===== config.mk =====
export PLATFORM = sky130hd
export DESIGN_NAME = fp_div_seq
export DESIGN_NICKNAME = d
export VERILOG_FILES = /design/src/rtl/fp_div_seq.sv
export SDC_FILE = /design/constraint.sdc
export NUM_CORES = 1
export LEC_CHECK = 0
export ABC_AREA = 1
export ABC_CLOCK_PERIOD_IN_PS = 4200
export BUFFER_PORTS_ARGS = -buffer_cell sky130_fd_sc_hd__buf_2
export CELL_PAD_IN_SITES_DETAIL_PLACEMENT = 1
export CELL_PAD_IN_SITES_GLOBAL_PLACEMENT = 2
export CORE_ASPECT_RATIO = 0.75
export CORE_MARGIN = 2
export CORE_UTILIZATION = 34
export DETAILED_ROUTE_END_ITERATION = 6
export HOLD_SLACK_MARGIN = 0.15
export PLACE_DENSITY_LB_ADDON = 0.3
export SYNTH_ARGS = -nofsm -noshare
export SYNTH_HDL_FRONTEND = slang
export SYNTH_SLANG_ARGS = --single-unit

===== constraint.sdc =====
create_clock -name CLK -period 4.2 [get_ports CLK]
set_input_delay 0.21 -clock CLK [delete_from_list [all_inputs] [get_ports CLK]]
set_output_delay 0.21 -clock CLK [all_outputs]
set_load 0.01 [all_outputs]

===== src/rtl/fp_div_seq.sv =====
// Sequential IEEE-754 binary32 divider (OUT = A / B): radix-2 restoring mantissa loop, RNE rounding.
// Define FP_DIV_SUBNORMAL_EN for subnormal inputs/results; otherwise subnormals are flushed to signed zero.
module fp_div_seq #(
  parameter int unsigned ITERS = 27
) (
  input  logic        CLK,
  input  logic        RST_N,
  input  logic        reg_en,
  input  logic        start,
  input  logic [31:0] A,
  input  logic [31:0] B,
  output logic [31:0] OUT,
  output logic        busy,
  output logic        done
);

  typedef enum logic [1:0] {S_IDLE, S_DIV, S_RND, S_DONE} state_t;

  state_t state, state_nxt;

  logic              sign_q;
  logic signed [9:0] exp_q;
  logic [23:0]       mb_q;
  logic [24:0]       rem_q;
  logic [26:0]       quo_q;
  logic [4:0]        cnt_q;

  // Returns {unbiased exponent, 24-bit mantissa with the leading one at bit 23}.
  function automatic logic [33:0] unpack(input logic [31:0] x);
    logic [23:0]       m;
    logic signed [9:0] e;
    m = {1'b1, x[22:0]};
    e = $signed({2'b00, x[30:23]}) - 10'sd127;
`ifdef FP_DIV_SUBNORMAL_EN
    if (x[30:23] == 8'd0) begin
      m = {1'b0, x[22:0]};
      e = -10'sd126;
      for (int unsigned i = 0; i < 23; i++) begin
        if (!m[23]) begin
          m = m << 1;
          e = e - 10'sd1;
        end
      end
    end
`else
    if (x[30:23] == 8'd0) begin
      m = '0;
    end
`endif
    return {e, m};
  endfunction

  logic signed [9:0] ea, eb, exp_start;
  logic [23:0]       ma, mb;

  assign {ea, ma} = unpack(A);
  assign {eb, mb} = unpack(B);
  assign exp_start = ea - eb + 10'sd127;

  logic a_nan, b_nan, a_inf, b_inf, a_zero, b_zero, res_sign;
  logic special;
  logic [31:0] special_val;

  assign a_nan = (A[30:23] == 8'hFF) && (A[22:0] != 23'd0);
  assign b_nan = (B[30:23] == 8'hFF) && (B[22:0] != 23'd0);
  assign a_inf = (A[30:23] == 8'hFF) && (A[22:0] == 23'd0);
  assign b_inf = (B[30:23] == 8'hFF) && (B[22:0] == 23'd0);
`ifdef FP_DIV_SUBNORMAL_EN
  assign a_zero = (A[30:23] == 8'd0) && (A[22:0] == 23'd0);
  assign b_zero = (B[30:23] == 8'd0) && (B[22:0] == 23'd0);
`else
  assign a_zero = (A[30:23] == 8'd0);
  assign b_zero = (B[30:23] == 8'd0);
`endif
  assign res_sign = A[31] ^ B[31];

  always_comb begin
    special     = 1'b1;
    special_val = '0;
    if (a_nan || b_nan) begin
      special_val = 32'h7FC0_0000;
    end else if ((a_inf && b_inf) || (a_zero && b_zero)) begin
      special_val = 32'h7FC0_0000;
    end else if (a_inf || b_zero) begin
      special_val = {res_sign, 8'hFF, 23'd0};
    end else if (b_inf || a_zero) begin
      special_val = {res_sign, 31'd0};
    end else begin
      special = 1'b0;
    end
  end

  // One restoring step; the remainder after a successful subtract is below mb, so 24 bits suffice.
  logic        ge;
  logic [23:0] rem_diff;
  logic [24:0] rem_div;

  assign ge       = rem_q >= {1'b0, mb_q};
  assign rem_diff = rem_q[23:0] - mb_q;
  assign rem_div  = ge ? {rem_diff, 1'b0} : {rem_q[23:0], 1'b0};

  logic [26:0]       q_n;
  logic signed [9:0] e_n, e_r;
  logic [23:0]       mant;
  logic              guard, sticky, inc;
  logic [24:0]       sum;
  logic [22:0]       frac;
  logic [31:0]       rnd_result;
`ifdef FP_DIV_SUBNORMAL_EN
  logic              tiny;
  logic [4:0]        sh;
  logic [49:0]       wide;
`endif

  always_comb begin
    q_n = quo_q;
    e_n = exp_q;
    if (!quo_q[26]) begin
      q_n = quo_q << 1;
      e_n = exp_q - 10'sd1;
    end
    mant   = q_n[26:3];
    guard  = q_n[2];
    sticky = (|q_n[1:0]) | (|rem_q);
`ifdef FP_DIV_SUBNORMAL_EN
    tiny = 1'b0;
    sh   = '0;
    wide = '0;
    if (e_n <= 10'sd0) begin
      tiny   = 1'b1;
      sh     = (e_n <= -10'sd25) ? 5'd26 : 5'(10'sd1 - e_n);
      wide   = {mant, guard, 25'd0} >> sh;
      mant   = wide[49:26];
      guard  = wide[25];
      sticky = sticky | (|wide[24:0]);
      e_n    = '0;
    end
`endif
    inc  = guard & (sticky | mant[0]);
    sum  = {1'b0, mant} + {24'd0, inc};
    e_r  = e_n;
    frac = sum[22:0];
    if (sum[24]) begin
      e_r  = e_n + 10'sd1;
      frac = sum[23:1];
    end
    rnd_result = {sign_q, e_r[7:0], frac};
`ifdef FP_DIV_SUBNORMAL_EN
    if (tiny) begin
      rnd_result = {sign_q, 7'd0, sum[23], frac};
    end
`else
    if (e_r <= 10'sd0) begin
      rnd_result = {sign_q, 31'd0};
    end
`endif
    if (e_r >= 10'sd255) begin
      rnd_result = {sign_q, 8'hFF, 23'd0};
    end
  end

  always_comb begin
    state_nxt = state;
    case (state)
      S_IDLE: if (start) state_nxt = special ? S_DONE : S_DIV;
      S_DIV:  if (cnt_q == 5'(ITERS - 1)) state_nxt = S_RND;
      S_RND:  state_nxt = S_DONE;
      S_DONE: state_nxt = S_IDLE;
      default: state_nxt = S_IDLE;
    endcase
  end

  always_ff @(posedge CLK or negedge RST_N) begin
    if (!RST_N) begin
      state <= S_IDLE;
    end else if (reg_en) begin
      state <= state_nxt;
    end
  end

  always_ff @(posedge CLK or negedge RST_N) begin
    if (!RST_N) begin
      sign_q <= 1'b0;
      exp_q  <= '0;
      mb_q   <= '0;
      rem_q  <= '0;
      quo_q  <= '0;
      cnt_q  <= '0;
      OUT    <= '0;
    end else if (reg_en) begin
      case (state)
        S_IDLE: begin
          if (start) begin
            sign_q <= res_sign;
            exp_q  <= exp_start;
            mb_q   <= mb;
            rem_q  <= {1'b0, ma};
            quo_q  <= '0;
            cnt_q  <= '0;
            if (special) OUT <= special_val;
          end
        end
        S_DIV: begin
          rem_q <= rem_div;
          quo_q <= {quo_q[25:0], ge};
          cnt_q <= cnt_q + 5'd1;
        end
        S_RND:   OUT <= rnd_result;
        default: ;
      endcase
    end
  end

  assign busy = (state != S_IDLE);
  assign done = (state == S_DONE);

endmodule

==> flow_metrics.env <==
export IMPL_place_ws_ns=0.749
export IMPL_worstPathMaxFanout=29
export IMPL_syn_area_mm2=0.00944
export IMPL_rsz0062_at_grt="false"
export IMPL_clk_transition_reported_paths_ns=0.06
export IMPL_layout_setup_ws_ns=0.743
export IMPL_drt_iter0_markers=471
export IMPL_final_min_clock_period_ns=3.46
export IMPL_wire_per_inst_um=17.0
export IMPL_crit_top_cell="nand2_1"
export IMPL_async_reset_ff_share_pct=100
export IMPL_insertion_delay_ns=0.44
export IMPL_power_density_mw_per_mm2=825
export IMPL_clock_sinks=126
export IMPL_synth_compound_area_share_pct=17.0
export IMPL_fill_cells=3429
export IMPL_cts_buffer_depth=2
export IMPL_synthTopCellsByArea="dfrtp_1 33%, nand2_1 11%, inv_1 7.5%"
export IMPL_setup_viol=0
export IMPL_drv_slew=0
export IMPL_initial_core_util_pct=34.8
export IMPL_setup_worst_path_class="flip-flop to flip-flop"
export IMPL_core_area_mm2=0.0271
export IMPL_hold_path_class="primary input to flip-flop"
export IMPL_synth_fp_nets=1434
export IMPL_seq_power_share_pct=22.5
export IMPL_dr_total_vias=9281
export IMPL_die_area_mm2=0.0291
export IMPL_fin_hold_ws_ns=0.174
export IMPL_yosys_area_share_xor_xnor_pct=4.75
export IMPL_rows=52
export IMPL_ir_drop_uv=280
export IMPL_worst_pin_slew_ns=1.04
export IMPL_cp_buffers_inverters=4
export IMPL_multiInputGateArea_mm2=0.00530
export IMPL_synth_cell_types=56
export IMPL_critPathCaptureType="flip-flop"
export IMPL_yosysTopAreaCell="dfrtp_1"
export IMPL_ys_seq_elements=126
export IMPL_drtPass1Iterations=4
export IMPL_grt_remaining_overflow=0
export IMPL_drive_gt1_share_pct=14.5
export IMPL_finalCritPeriodShare_pct=82.3
export IMPL_drtAntennaViolNets=0
export IMPL_numCtsBuffers=17
export IMPL_holdBufCountCts=45
export IMPL_synth_top_area_share_pct=33.4
export IMPL_critPathMaxStageDelay_ns=0.59
export IMPL_critPathSlowestCell="dfrtp_2"
export IMPL_hold_viol=0
export IMPL_leakage_nw=5.47
export IMPL_die_y_um=148
export IMPL_grt_pass1_vias=9472
export IMPL_synth_edf_count=0
export IMPL_status="complete, no violations"
export IMPL_post_cts_setup_buffers=0
export IMPL_antenna_found_initial=0
export IMPL_ys_warn_count=0
export IMPL_synth_mux_area_share_pct=0
export IMPL_max_freq_ghz=0.289
export IMPL_synth_area_per_cell_um2=7.21
export IMPL_p_int_mw=4.67
export IMPL_fin_nets=1573
export IMPL_io_pins=102
export IMPL_htreeDepth=4
export IMPL_pwr_share_comb_pct=60.5
export IMPL_clock_power_share_pct=17.0
export IMPL_routed_wl_um=30800
export IMPL_cts_resized=0
export IMPL_cts_tree="done"
export IMPL_area_growth_pct=20.3
export IMPL_cp_required_ns=4.55
export IMPL_grt_max_degree=67
export IMPL_synth_fa_ha_area_share_pct=7.58
export IMPL_synth_simple_area_share_pct=26.8
export IMPL_cts_root_buf="clkbuf_16"
export IMPL_synth_top_family_by_area="simple AND/OR/NAND/NOR gates"
export IMPL_fin_tns_setup_ns=0
export IMPL_sw_frac_of_total_pct=50.1
export IMPL_dp_hpwl_um=23500
export IMPL_yosysSeqAreaShare_pct=33.4
export IMPL_grtUsageTotal_pct=21.7
export IMPL_syn_inst=1310
export IMPL_crit_chain="o21ai_0 > nand2_1 > inv_1 > ha_1 > inv_1 > nor2_4 > nand3_1 > nor2_4 > nand2_4 > clkinv_4 > nand2_1 > nand2_1 > inv_2 > nand2_1 > nor2_1 > nand3_1 > nand2_1 > nand2_4 > nand3_4 > o21ai_0"
export IMPL_regArea_mm2=0.00315
export IMPL_synthFlopType="dfrtp_1"
export IMPL_p_switching_mw=4.70
export IMPL_die_w_um=196
export IMPL_vias_per_cell=5.12
export IMPL_relSlewSlack_pct=30.1
export IMPL_cp_arrival_ns=3.81
export IMPL_remaining_drc_errors=0
export IMPL_path_delay_family="simple AND/OR/NAND/NOR gates"
export IMPL_grt_pass1_wl_um=50000
export IMPL_fin_worst_skew_ns=0.00960
export IMPL_diodes=0
export IMPL_maxCapViolCount=0
export IMPL_portBuffers=101
export IMPL_gp_congestion=0.833
export IMPL_start_kind="flip-flop"
final timing paths:
kind	from	end	slack, ns	cells after the start
setup / recovery	quo_q[26]$_DFFE_PN0P_	OUT[2]$_DFFE_PN0P_	0.74	20
hold / removal	A[31]	sign_q$_DFFE_PN0P_	0.17	3
setup reg to reg	quo_q[26]$_DFFE_PN0P_	OUT[2]$_DFFE_PN0P_	0.74	20
hold reg to reg	OUT[8]$_DFFE_PN0P_	OUT[8]$_DFFE_PN0P_	0.48	2
max in group asynchronous	RST_N	rem_q[17]$_DFFE_PN0P_	2.77	3
min in group asynchronous	RST_N	cnt_q[2]$_DFFE_PN0P_	0.44	2
layout by cell type (no fill, tap or decap), drive strengths merged, types with 4 or more instances in the layout:
cell type | Yosys | routed
nand2 | 274 | 274
inv | 195 | 196
nor2 | 149 | 149
dfrtp | 126 | 126
buf | 14 | 116
o21ai | 107 | 107
a21oi | 69 | 69
nand3 | 66 | 66
ha | 54 | 54
o22ai | 47 | 47
dlygate4sd3 | 0 | 45
xor2 | 31 | 31
nand4 | 26 | 26
a31oi | 23 | 23
clkbuf | 27 | 19
xnor2 | 18 | 18
nor3 | 17 | 17
nor4 | 16 | 16
clkinv | 5 | 10
o211ai | 9 | 9
nand3b | 4 | 4
a21o | 4 | 4
or2 | 4 | 4
power by group through the flow:
stage                     registers, mW  clock network (mW)  logic, mW
after floorplan                    2.03                   0       4.17
after global placement             2.12                   0       5.51
after detailed placement           2.13                   0       5.58
after CTS                          2.11                1.62       5.66
after global routing               2.19                1.66       6.39
final                              2.11                1.59       5.67
worst min-delay path: cells and delay by family:
family,cells,cell delay (ns)
compound gates,1,0.17
xor+xnor,1,0.10
buf+inv,1,0.09
routing by layer:
layer | vias up | wire length [um] | share of wire [%] | track usage [%]
li1 | 4603 | - | - | -
met1 | 4534 | 16500 | 53 | 32.6
met2 | 121 | 13100 | 43 | 32.7
met3 | 23 | 885 | 2.9 | 3.31
met4 | 0 | 344 | 1.1 | 5.04
met5 | - | 0 | 0 | 0
area by class of cell:
type,count,share of cell area [%]
tap,351,3.87
multi-input combinational,943,46.7
timing repair buffer,161,9.54
clock inverter,12,1.42
sequential,126,27.8
inverter,200,6.68
clock buffer,19,3.99
cells in the mapped netlist, drive strengths merged, types with 3 or more instances:
library cell and n:
o21ai 107, nand3 66, nor3 17, a21oi 69
or2 4, xnor2 18, o21bai 3, clkbuf 27
a31oi 23, nand4 26, inv 195, nor3b 3
buf 14, nand3b 4, a21o 4, o31ai 3
nand2 274, xor2 31, o211ai 9, o22ai 47
nor4 16, nor2 149, clkinv 5, ha 54
dfrtp 126
kinds of logic after synthesis:
family,after synthesis
simple gates,564
compound gates,274
buf+inv,241
flops,126
fa+ha+maj,56
xor+xnor,49
sequential cells by signal (all words and copies together) (netlist names):
name and count:
sign_q 1, mb_q 24, exp_q 10, cnt_q 5
rem_q 25, quo_q 27, OUT 32, state 2
through the flow:
step / total power [mW] / util (%) / cell area, um^2 / instances
3_3_place_gp: 7.63 / 37.9 / 10300 / 1736
3_5_place_dp: 7.71 / 37.9 / 10300 / 1736
2_1_floorplan: 6.21 / - / 9440 / 1310
5_1_grt: 10.2 / 41.8 / 11400 / 1812
4_1_cts: 9.39 / 41.8 / 11400 / 1812
6_report: 9.37 / 41.8 / 11400 / 1812
Power figures use the tool's default switching activity.
